--- src/rtl/mem_port_demux_pkg.sv ---
// Shared definitions for the instruction/data memory return-path demux.
//   NOP_INSTR_DEFAULT : instruction held on the fetch output after reset/flush
//                       (addi x0,x0,0).
//   PHASE_FETCH/DATA  : encoding of the phase bit that drives the address mux.
//   phase_e           : FSM state type built on that encoding.
package mem_port_demux_pkg;

  localparam logic [31:0] NOP_INSTR_DEFAULT = 32'h0000_0013;

  localparam logic PHASE_FETCH = 1'b0;
  localparam logic PHASE_DATA  = 1'b1;

  typedef enum logic {
    PH_FETCH = PHASE_FETCH,
    PH_DATA  = PHASE_DATA
  } phase_e;

endpackage

--- src/rtl/mem_port_demux_reg.sv ---
// N-bit register with a synchronous reset to a value supplied on a port,
// and a load enable.
//   clk     : rising-edge clock
//   rst     : synchronous active-high reset, loads rst_val
//   rst_val : value taken on reset
//   en      : load d at the edge
//   d       : next value
//   q       : registered value
module nbit_en_reg #(
  parameter int W = 32
) (
  input  logic         clk,
  input  logic         rst,
  input  logic [W-1:0] rst_val,
  input  logic         en,
  input  logic [W-1:0] d,
  output logic [W-1:0] q
);

  always_ff @(posedge clk) begin
    if (rst) begin
      q <= rst_val;
    end else if (en) begin
      q <= d;
    end
  end

endmodule

--- src/rtl/mem_port_demux.sv ---
// Return-path demultiplexer for the shared instruction/data memory.
// A two-state phase FSM alternates FETCH and DATA cycles; the phase bit is
// driven straight out on sel (and is the observable FSM state). Read data is
// captured into the instruction register in FETCH and into the load register
// in DATA when a load is pending.
//   clk, rst   : clock, synchronous active-high reset
//   stall      : freeze phase, hold outputs, drop strobes
//   flush      : discard in-flight fetch, force NOP, return to FETCH
//   data_req   : load pending in the current DATA phase
//   mem_rdata  : asynchronous memory read data
//   sel        : phase (0 = FETCH / PC address, 1 = DATA / ALU address)
//   inst_out   : registered instruction, inst_valid one-cycle strobe
//   load_out   : registered load data, load_valid one-cycle strobe
//   pc_en      : PC may advance this cycle
// Handshake: inst_valid / load_valid are pure strobes with no back-pressure;
// the consumer must take the value in the cycle the strobe is high.
module mem_port_demux
  import mem_port_demux_pkg::*;
#(
  parameter int          N         = 32,
  parameter logic [N-1:0] NOP_INSTR = N'(NOP_INSTR_DEFAULT)
) (
  input  logic         clk,
  input  logic         rst,
  input  logic         stall,
  input  logic         flush,
  input  logic         data_req,
  input  logic [N-1:0] mem_rdata,
  output logic         sel,
  output logic [N-1:0] inst_out,
  output logic         inst_valid,
  output logic [N-1:0] load_out,
  output logic         load_valid,
  output logic         pc_en
);

  phase_e       state, state_nxt;
  logic         inst_en, load_en;
  logic [N-1:0] inst_d;
  logic         inst_valid_nxt, load_valid_nxt;

  always_ff @(posedge clk) begin
    if (rst) begin
      state      <= PH_FETCH;
      inst_valid <= 1'b0;
      load_valid <= 1'b0;
    end else begin
      state      <= state_nxt;
      inst_valid <= inst_valid_nxt;
      load_valid <= load_valid_nxt;
    end
  end

  always_comb begin
    state_nxt      = state;
    inst_en        = 1'b0;
    inst_d         = mem_rdata;
    load_en        = 1'b0;
    inst_valid_nxt = 1'b0;
    load_valid_nxt = 1'b0;
    if (flush) begin
      // Flush wins over stall. The fetch register is overwritten with a NOP,
      // but a load in DATA belongs to an older, committed instruction and
      // still lands.
      state_nxt = PH_FETCH;
      inst_en   = 1'b1;
      inst_d    = NOP_INSTR;
      if (state == PH_DATA && data_req) begin
        load_en        = 1'b1;
        load_valid_nxt = 1'b1;
      end
    end else if (!stall) begin
      case (state)
        PH_FETCH: begin
          inst_en        = 1'b1;
          inst_valid_nxt = 1'b1;
          state_nxt      = PH_DATA;
        end
        PH_DATA: begin
          if (data_req) begin
            load_en        = 1'b1;
            load_valid_nxt = 1'b1;
          end
          state_nxt = PH_FETCH;
        end
        default: state_nxt = PH_FETCH;
      endcase
    end
  end

  assign sel   = state;
  assign pc_en = (state == PH_DATA) && !stall && !flush;

  nbit_en_reg #(.W(N)) u_inst_reg (
    .clk     (clk),
    .rst     (rst),
    .rst_val (NOP_INSTR),
    .en      (inst_en),
    .d       (inst_d),
    .q       (inst_out)
  );

  nbit_en_reg #(.W(N)) u_load_reg (
    .clk     (clk),
    .rst     (rst),
    .rst_val ('0),
    .en      (load_en),
    .d       (mem_rdata),
    .q       (load_out)
  );

endmodule

--- config.mk ---
export PLATFORM = sky130hd
export DESIGN_NAME = mem_port_demux
export DESIGN_NICKNAME = d
export VERILOG_FILES = /design/src/rtl/mem_port_demux_pkg.sv /design/src/rtl/mem_port_demux_reg.sv /design/src/rtl/mem_port_demux.sv
export SDC_FILE = /design/constraint.sdc
export NUM_CORES = 1
export LEC_CHECK = 0
export ABC_AREA = 0
export CORE_MARGIN = 5
export CORE_UTILIZATION = 39
export DETAILED_ROUTE_END_ITERATION = 8
export PLACE_DENSITY = 0.85
export RECOVER_POWER = 25
export SYNTH_ARGS = -nofsm -noshare
export SYNTH_HDL_FRONTEND = slang
export SYNTH_SLANG_ARGS = --single-unit
export TNS_END_PERCENT = 10
--- constraint.sdc ---
create_clock -name clk -period 1.15 [get_ports clk]
set_clock_uncertainty 0.05 [all_clocks]
set_input_delay 0.23 -clock clk [delete_from_list [all_inputs] [get_ports clk]]
set_output_delay 0.23 -clock clk [all_outputs]
set_load 0.005 [all_outputs]
# Word level (Yosys, flattened, before mapping)
# Index checks and enable logic that the tools add are counted.
# totals
regBits	67
latchBits	0
mem_bits_rw	0
romBits	0
in_bits	37
output_inout_bits	68
n_memories	0
# classes
addsub	0
multipliers	0
div_mod_pow	0
n_lt_le_gt_ge	0
n_eq_ne	0
n_shift	0
n_mux	10
bitwise_logic	1
reduce_logical	6
# ops
op	n
32-bit 2-to-1 mux	1
1-bit 2-to-1 mux	8
1-bit logical AND	3
1-bit logical NOT	2
1-bit case mux with 2 select lines	1
2-bit OR reduction	1
1-bit inverter	1

# Logic depth before layout (Yosys ltp)
# depth
word_depth	4
depth_mapped	5
depth_no_buf	3

# Modules after synthesis
# A second synthesis with hierarchy kept.
# hier_totals
cells_unflattened	187
hier_area_um2	3362.0
# by_module_without_submodules
mod	instances	cells_each	area_per_inst_um2	seq_area_each_um2
nbit_en_reg	2	69	1507.7	960.9
mem_port_demux	1	49	346.6	60.1

# Least setup slack after synthesis
# Ideal clock, no wire load.
# synth_timing
kind	reg-to-reg
startpoint	register state (netlist: sel)
endpoint	register u_load_reg.q[10]
setup_ps	72
t_arrival_ps	1045
t_required_ps	1028
slack_ps	-17
stages_incl_launch_ff	5
path_cell_list	dfxtp_1 > nand2_1 > a21oi_4 > buf_6 > mux2i_1
# synth_between
elab_chain_cells	3
# synth_rtl
item	line	text
start: declaration	mem_port_demux.sv:37	phase_e state, state_nxt;
start signal: assignment	mem_port_demux.sv:48	state <= state_nxt;
1-bit 2-to-1 mux / 1-bit logical AND (equally long branches)	mem_port_demux.sv:73, mem_port_demux.sv:68	
1-bit 2-to-1 mux (on tied branches)	mem_port_demux.sv:72, mem_port_demux.sv:68	
1-bit 2-to-1 mux (*)	mem_port_demux.sv:61	if (flush) begin
end signal: assignment	mem_port_demux_reg.sv:22	q <= rst_val;
end: declaration	mem_port_demux_reg.sv:17	output logic [W-1:0] q
# Mark *: on every way between the ends. The rest lies on a longest branch, timed or not.
# A chain may end at the register's enable or synchronous reset.

# Worst setup path in the final report
# layout_timing
startpoint	input data_req
endpoint	register u_load_reg.q[24]
# layout_between
elab_chain_cells	4
# layout_rtl
item	line	text
start: declaration	mem_port_demux.sv:27	input logic data_req,
1-bit 2-to-1 mux	mem_port_demux.sv:80	if (data_req) begin
1-bit 2-to-1 mux	mem_port_demux.sv:73	case (state)
1-bit 2-to-1 mux	mem_port_demux.sv:72	end else if (!stall) begin
1-bit 2-to-1 mux (*)	mem_port_demux.sv:61	
# Marked as above.

==> results.py <==
metrics = {
    "synth": {
        "synth_top_cell_area_share": 0.503,
        "syn_inst": 292,
        "synth_top_area_cell": "dfxtp_1",
        "synth_seq_cells": 67,
        "ys_seq_area_frac": 0.503,
        "synthTopCellsByArea": "dfxtp_1, nand2b_1, mux2i_1",
        "syn-num-nets": 329,
        "synthesis.area_um2": 2670,
        "yosysWarnings": 0,
        "syn_area_per_cell_um2": 9.14,
        "synth_cell_types": 17,
    },
    "sta": {
        "min_period_ns": 1.31,
        "finalHoldViolCount": 0,
        "setup_viol": 71,
        "maxSlewViolCount": 0,
        "slew_headroom": 0.838,
        "rsz0062_at_grt": "yes",
        "fin_crit_sh": 1.14,
        "fin_ws_ns": -0.156,
        "worst_pin_slew_ns": 0.243,
        "whs_ns": 0.347,
        "fmax_mhz": 766,
    },
    "floorplan": {
        "initial_core_util": 0.397,
        "num_io_pins": 105,
        "core_um2": 6720,
        "die-area_um2": 8600,
        "die_h_um": 92.7,
        "fp-row-count": 30,
        "die_w_um": 92.7,
    },
    "setup_path": {
        "endpoint_kind": "flop",
        "cp.arrival_ns": 1.50,
        "path_max_fanout": 8,
        "worstReg2RegEnd": "u_load_reg.q[24]$_SDFFE_PP0P_",
        "ff2ff_setup_slack_ns": -0.14,
        "crit_start": "data_req",
        "r2r_cells": 6,
        "path_class": "primary input to flop",
        "worstSetupEndpoint": "u_load_reg.q[24]$_SDFFE_PP0P_",
        "timing.rr.start": "sel$_SDFFE_PP0N_",
        "required_ns": 1.34,
        "worstSetupStartpointType": "primary input",
    },
    "detailed_routing": {
        "wl_um": 7290,
        "dr_wl_met2_um": 3620,
        "top_layer": "met4",
        "ant_nets": 0,
        "drc": 0,
        "drt-met1-wl_um": 3140,
        "dr_total_vias": 2350,
        "drt-vias-per-instance": 4.76,
        "post_drt_wl_per_cell_um": 14.8,
        "met3_length_um": 444,
        "first_pass_iters": 4,
        "drtIter0Drc": 57,
    },
    "clocking": {
        "cts_root_buf": "clkbuf_8",
        "clock-sinks": 67,
        "cts_hold_buf": 0,
        "numCtsBuffers": 9,
        "insertion_delay_ns": 0.32,
        "htreeDepth": 3,
        "cts_tree": "yes",
        "clk_pin_slew_ns": 0.06,
        "cts_buffer_depth": 2,
    },
    "global_routing": {
        "grt_use_total": 0.173,
        "grt_pass1_vias": 2283,
        "antenna_found_initial": 0,
        "gr-total-overflow": 0,
        "grt_pass1_wl_um": 11600,
        "grt_max_degree": 34,
    },
    "place": {
        "gp_congestion": 0.686,
        "place_ws_ns": -0.551,
        "placement.io_buffers": 104,
        "placed_area_um2": 3830,
        "placedCellCount": 469,
        "dp_hpwl_um": 5080,
    },
    "final_layout": {
        "areaGrowthSynthToFinish_pct": 45.1,
        "insertedDiodeCount": 0,
        "final_common_cell": "nand2_1",
        "fin_cells": 494,
        "final_nets": 446,
        "design_area_um2": 3870,
        "layout_common_cells": "nand2_1, nand2b_1, dfxtp_2",
        "fillCellCount": 641,
        "drive_gt1_frac": 0.370,
    },
    "status": {
        "violations": "negative setup slack",
        "run_status": "finished, violations left",
    },
    "pwr": {
        "leakage_nw": 1.64,
        "power.density_nw_per_um2": 1180,
        "vdd_drop_max_mv": 0.529,
    },
    "worst_hold_path": {
        "hold_path.class": "primary input to flop",
    },
    "job": {
        "maxCapViolations": 0,
    },
}
==> state kept, by name, indices dropped and copies added, names as in the netlist <==
register and cells:
load_valid 1, u_inst_reg.q 32, u_load_reg.q 32, sel 1, inst_valid 1
==> power by group <==
part / switching [mW] / total (mW) / leakage [nW] / internal [mW]
combinational: 0.258 / 0.571 / 0.997 / 0.313
clock: 0.810 / 1.59 / 0.0812 / 0.776
sequential: 0.0319 / 2.42 / 0.563 / 2.39
total: 1.10 / 4.58 / 1.64 / 3.48
==> area by class of cell <==
class	count	area [um^2]	area share
flip-flops and latches	67	1400	0.361
well taps	80	100	0.0258
clock inverters	3	15.0	0.00388
repair buffers	127	1010	0.260
clock buffers	13	139	0.0359
inverters	1	3.75	0.000969
multi-input cells	203	1210	0.312
==> synth_stat cells <==
| master | number |
|---|---|
| or2_1 | 1 |
| nand2_1 | 66 |
| nand3_1 | 3 |
| nor3b_1 | 1 |
| dfxtp_1 | 67 |
| or2_2 | 1 |
| nand2b_1 | 64 |
| clkbuf_1 | 7 |
| a21oi_1 | 30 |
| nor2b_1 | 1 |
| buf_4 | 1 |
| mux2i_1 | 32 |
| a21oi_4 | 1 |
| buf_6 | 6 |
| buf_2 | 7 |
| inv_1 | 1 |
| nor2_1 | 3 |
==> worst min-delay path by stage <==
stage	start	to	slack (ns)	depth (start not counted)
finish	rst	load_valid$_SDFF_PP0_	0.35	3
global route	rst	u_inst_reg.q[31]$_SDFFE_PP0P_	0.34	4
CTS	rst	load_valid$_SDFF_PP0_	0.32	3
detailed placement	u_inst_reg.q[6]$_SDFFE_PP0P_	u_inst_reg.q[6]$_SDFFE_PP0P_	0.40	2
global placement	u_inst_reg.q[5]$_SDFFE_PP0P_	u_inst_reg.q[5]$_SDFFE_PP0P_	0.39	2
floorplan	mem_rdata[0]	u_inst_reg.q[0]$_SDFFE_PP1P_	0.30	2
==> repair_timing <==
item | in CTS | in global routing
gates resized for setup | 205 | 94
setup endpoints to repair | 135 | 116
setup buffers | 4 | 3
cloned | 2 | 1
==> logic make-up after synthesis <==
family | share of synthesized area
AOI/OAI and AO/OA | 0.0624
and+or+nand+nor | 0.263
buffers and inverters | 0.0525
muxes | 0.120
DFF | 0.503
==> critical path, cell delays in order <==
cell and delay (ns):
clkdlybuf4s50_1 0.55, nand2_4 0.07, a21oi_4 0.16, buf_6 0.15, buf_12 0.14, mux2i_1 0.20
==> through the flow <==
| step | total power [mW] | setup TNS (ns) | utilization |
|---|---|---|---|
| after floorplan | 2.72 | 0 | - |
| after global placement | 3.05 | -28.50 | 0.570 |
| after detailed placement | 3.06 | -30.25 | 0.570 |
| after CTS | 4.64 | -5.53 | 0.598 |
| after global routing | 4.81 | -8.46 | 0.577 |
| final | 4.58 | -5.34 | 0.577 |
==> metal layers <==
metal  global-route usage  vias up
met5                    0        -
met4               0.0635        0
met3               0.0617       11
met2                0.289       76
met1                0.203     1098
li1                     -     1165
Note: power is estimated with default switching activity, not from simulation.
